===== src/rtl/fetch_sequencer.sv =====
// Instruction-fetch sequencer: four byte reads per word, little-endian assembly, valid/ready to decode.
// Optional misaligned-redirect trap enabled by defining FETCH_ALIGN_TRAP_EN.
module fetch_sequencer #(
  parameter logic [31:0] RESET_PC = 32'h0000_0000
) (
  input  logic        clk,
  input  logic        rst,
  output logic        mem_rd,
  output logic [31:0] mem_addr,
  input  logic [7:0]  mem_rdata,
  input  logic        redirect_valid,
  input  logic [31:0] redirect_pc,
  output logic        inst_valid,
  input  logic        inst_ready,
  output logic [31:0] inst_word,
  output logic [31:0] inst_pc,
  output logic        fault
);

  typedef enum logic [2:0] {
    START = 3'd0,
    ISSUE = 3'd1,
    LAST  = 3'd2,
`ifdef FETCH_ALIGN_TRAP_EN
    FAULT = 3'd4,
`endif
    HOLD  = 3'd3
  } state_t;

  state_t      state_reg, state_next;
  logic [31:0] fetch_pc_reg, fetch_pc_next;
  logic [1:0]  cnt_reg, cnt_next;
  logic [31:0] inst_pc_reg;
  logic        capture_en;
  logic [1:0]  capture_idx;

  always_ff @(posedge clk or posedge rst) begin
    if (rst) begin
      state_reg    <= START;
      fetch_pc_reg <= RESET_PC;
      cnt_reg      <= 2'd0;
      inst_pc_reg  <= 32'd0;
    end else begin
      state_reg    <= state_next;
      fetch_pc_reg <= fetch_pc_next;
      cnt_reg      <= cnt_next;
      if (state_reg == LAST) inst_pc_reg <= fetch_pc_reg;
    end
  end

  always_comb begin
    state_next    = state_reg;
    fetch_pc_next = fetch_pc_reg;
    cnt_next      = cnt_reg;
    mem_rd        = 1'b0;
    mem_addr      = fetch_pc_reg + {30'd0, cnt_reg};
    inst_valid    = 1'b0;
    fault         = 1'b0;
    case (state_reg)
      START: state_next = ISSUE;
      ISSUE: begin
        mem_rd   = 1'b1;
        cnt_next = cnt_reg + 2'd1;
        if (cnt_reg == 2'd3) state_next = LAST;
      end
      LAST: state_next = HOLD;
      HOLD: begin
        inst_valid = 1'b1;
        if (inst_ready) begin
          fetch_pc_next = fetch_pc_reg + 32'd4;
          cnt_next      = 2'd0;
          state_next    = ISSUE;
        end
      end
`ifdef FETCH_ALIGN_TRAP_EN
      FAULT: fault = 1'b1;
`endif
      default: state_next = START;
    endcase
    // Redirect overrides everything, including a handshake completing this cycle.
    if (redirect_valid) begin
      fetch_pc_next = redirect_pc;
      cnt_next      = 2'd0;
`ifdef FETCH_ALIGN_TRAP_EN
      state_next    = (redirect_pc[1:0] != 2'd0) ? FAULT : ISSUE;
`else
      state_next    = ISSUE;
`endif
    end
  end

  // Byte k arrives one cycle after its read, so ISSUE with cnt=k+1 (or LAST for k=3) captures it.
  assign capture_en  = ((state_reg == ISSUE) && (cnt_reg != 2'd0)) || (state_reg == LAST);
  assign capture_idx = (state_reg == LAST) ? 2'd3 : (cnt_reg - 2'd1);

  genvar gi;
  generate
    for (gi = 0; gi < 4; gi++) begin : g_lane
      logic [7:0] lane_reg;
      always_ff @(posedge clk or posedge rst) begin
        if (rst) begin
          lane_reg <= 8'd0;
        end else if (capture_en && (capture_idx == 2'(gi))) begin
          lane_reg <= mem_rdata;
        end
      end
      assign inst_word[8*gi +: 8] = lane_reg;
    end
  endgenerate

  assign inst_pc = inst_pc_reg;

endmodule

===== config.mk =====
export PLATFORM = sky130hd
export DESIGN_NAME = fetch_sequencer
export DESIGN_NICKNAME = d
export VERILOG_FILES = /design/src/rtl/fetch_sequencer.sv
export SDC_FILE = /design/constraint.sdc
export NUM_CORES = 1
export LEC_CHECK = 0
export CAP_MARGIN = 25
export CORE_MARGIN = 3
export CORE_UTILIZATION = 43
export CTS_CLUSTER_SIZE = 40
export DETAILED_ROUTE_END_ITERATION = 7
export PLACE_DENSITY = 0.72
export SLEW_MARGIN = 20
export SYNTH_ARGS = -nofsm -noshare
export SYNTH_HDL_FRONTEND = slang
export SYNTH_SLANG_ARGS = --single-unit

===== constraint.sdc =====
create_clock -name clk -period 3.6 [get_ports clk]
set_input_delay 0.72 -clock clk [delete_from_list [all_inputs] [get_ports clk]]
set_output_delay 0.72 -clock clk [all_outputs]
set_load 0.1 [all_outputs]

==> metrics <==
Slew HR between 20 and 30%; initial DRC count 140; worst-path fanout max 6; R2R depth 5; Setup WS pre-CTS approximately 0.38 ns; die height 117 um; later-pin clock latency in the skew report between 0.3 and 0.4 ns; Critical Path End Type primary output; Final Util 63.0%; gr usage total 21.2%; # port buffers between 100 and 150; R2R Setup Slk approximately 1.1 ns; r2r endpoint g_lane[1].lane_reg[4]; Nets around 660; fraction of registers with async set/reset 100%; Setup-failing EPs final 0; sequential cell area fraction in the yosys report 47.5%; Initial DRT Pass Iterations 4; syn_area_per_cell 10.9 um2; hold_sp inst_pc[24]; Worst-Margin Slew 1.08 ns; HP Class flop to flop; num ports between 100 and 150; hold depth 1; CP arrival roughly 2.7 ns; final hold violations 0; Storage cell area approximately 2500 um2; Final WS setup around 0.17 ns; Crit Path Category flop to primary output; DR DRC count 0; Routed Antenna Nets 0; period utilization approximately 95%; worst hold slack 0.508 ns; syn nets roughly 540; RSZ-0062 raised after global routing false; multi-input logic area 2670 um2; per-cell routed wire length between 15 and 20 um; # rows 39; CP startpoint cnt_reg[0]; Final Wtd Congestion about 0.86; first-pass GRT wire length ~23000 um; top cell type's share of synthesized area between 40% and 50%; Required @ worst endpoint roughly 2.9 ns; routed vias approximately 4200; Post-Syn Instances 484; # hold bufs at CTS 0; Worst Hold End inst_pc[24]; die footprint between 10000 and 15000 um2; CTS Sinks 100; core footprint roughly 12000 um2; Routed WL 14000 um; hpwl dp 10100 um; Root Driver clkbuf_16; largest net degree at the start of global routing 65; crit path launch type flop; Post-DP Area about 7100 um2; status finished, final reports clean; Layout fillers roughly 960; layout cells sized above 1 around 25%; CTS Buf Count 9; GRT Residual Overflow 0; Reg clk slew, reported paths 0.07 ns; number of global-route vias before repair around 4400; Post-synth EDFFs 0; start of the worst register-to-register path state_reg[0]; post-route cell area roughly 7400 um2; vias per inst roughly 5.6; Synth Flop Type dfrtp_1; CTS tree built; area delta synth->final 40.1%; post-CTS sizing 0; post-route clock skew between 0.007 and 0.008 ns; max cap viols 0; Synth Warn # 0; # H-tree levels 3; synthesized area ~5300 um2; antenna violations before repair 0; Die Wd approximately 120 um; initial cell density of the core between 40 and 50%; Yosys cell types 54; CTS max path bufs 2; Final min period 3.43 ns; postcts setup bufs 0; Yosys top cell by area dfrtp_1; Pins Over Slew Limit 0; Area contributors post-synth dfrtp_1 (48%), mux2_2 (14%), xnor2_1 (4.7%); FF+latch count, synth 100; Diodes inserted 0; fmax a little under 300 MHz
==> cell usage in the layout (no fill, tap or decap), types with 8 or more instances in the layout <==
| cell type | count |
|---|---|
| a21oi_1 | 8 |
| and4_1 | 9 |
| buf_12 | 24 |
| buf_4 | 16 |
| clkbuf_16 | 9 |
| clkdlybuf4s50_1 | 106 |
| dfrtp_1 | 99 |
| ha_1 | 8 |
| inv_1 | 14 |
| mux2_2 | 65 |
| nand2_1 | 45 |
| nand3_1 | 26 |
| nand4_1 | 19 |
| nor2_1 | 26 |
| o21ai_0 | 18 |
| xnor2_1 | 14 |
| xnor2_2 | 14 |
| xor2_1 | 11 |
==> cell type report <==
class | count | area share, %
timing repair buffer | 147 | 22.6
inverter | 16 | 0.847
multi-input combinational | 335 | 36.2
sequential | 100 | 33.9
tap | 143 | 2.42
clock inverter | 6 | 0.966
clock buffer | 9 | 3.05
==> cells by family (layout without fill, tap and decap cells) <==
kind of cell	Yosys count	in the layout	share of synthesized area (%)
other cells	1	1	0.0712
xor+xnor	42	42	7.13
buf+inv	49	178	4.32
compound gates	47	47	5.58
mux	66	66	14.1
flops	100	100	47.5
fa+ha+maj	10	10	2.52
simple gates	169	169	18.8
==> cell usage after synthesis, types with 2 or more instances <==
master and number:
a21oi_1 8, buf_2 10, a31oi_1 4, nor4_4 3
nor2_1 26, nand4_1 19, nand3_1 26, buf_4 6
o31ai_1 2, a211o_1 4, ha_1 9, dfrtp_1 100
o21ai_1 2, buf_1 4, or3_1 4, nand2_1 45
nand2b_1 5, or4_1 3, and4_1 9, inv_1 15
o41ai_1 2, o211ai_1 2, and3_1 2, o21ai_0 18
nand4_2 3, nor4_1 2, xnor2_1 28, mux2_2 65
a311o_1 3, nor3_1 7, clkbuf_1 11, xor2_1 13
and2_1 3
==> worst max-delay path: stages (launching register included) <==
cell	delay, ns
dfrtp_2	0.41
ha_1	0.18
inv_1	0.06
fa_2	0.39
and4b_1	0.32
nand2_1	0.15
or4_4	0.49
xnor2_4	0.17
buf_12	0.19
==> stage by stage <==
| step | setup TNS [ns] | instances |
|---|---|---|
| 2_1_floorplan | -0.347 | 484 |
| 3_3_place_gp | 0 | 741 |
| 6_report | 0 | 756 |
| 3_5_place_dp | 0 | 741 |
| 5_1_grt | 0 | 756 |
| 4_1_cts | 0 | 756 |
==> metal layers <==
layer / vias up / GRT usage [%] / routed length (um)
met5: - / 0 / 0
met4: 0 / 5.81 / 164
met3: 19 / 8.29 / 1510
met2: 178 / 34.4 / 6710
met1: 2060 / 26.6 / 5590
li1: 1960 / - / -
==> worst max-delay path by stage <==
stage / depth (start not counted) / to / slack (ns)
2_1_floorplan: 7 / mem_addr[10] / -0.35
3_3_place_gp: 8 / mem_addr[26] / 0.44
3_5_place_dp: 8 / mem_addr[26] / 0.38
4_1_cts: 8 / mem_addr[26] / 0.006
5_1_grt: 8 / mem_addr[26] / 0.01
6_report: 8 / mem_addr[26] / 0.17
Power is left out: the tool's default activity adds up to more than one toggle a clock period on the data nets, which glitch-free logic cannot reach.
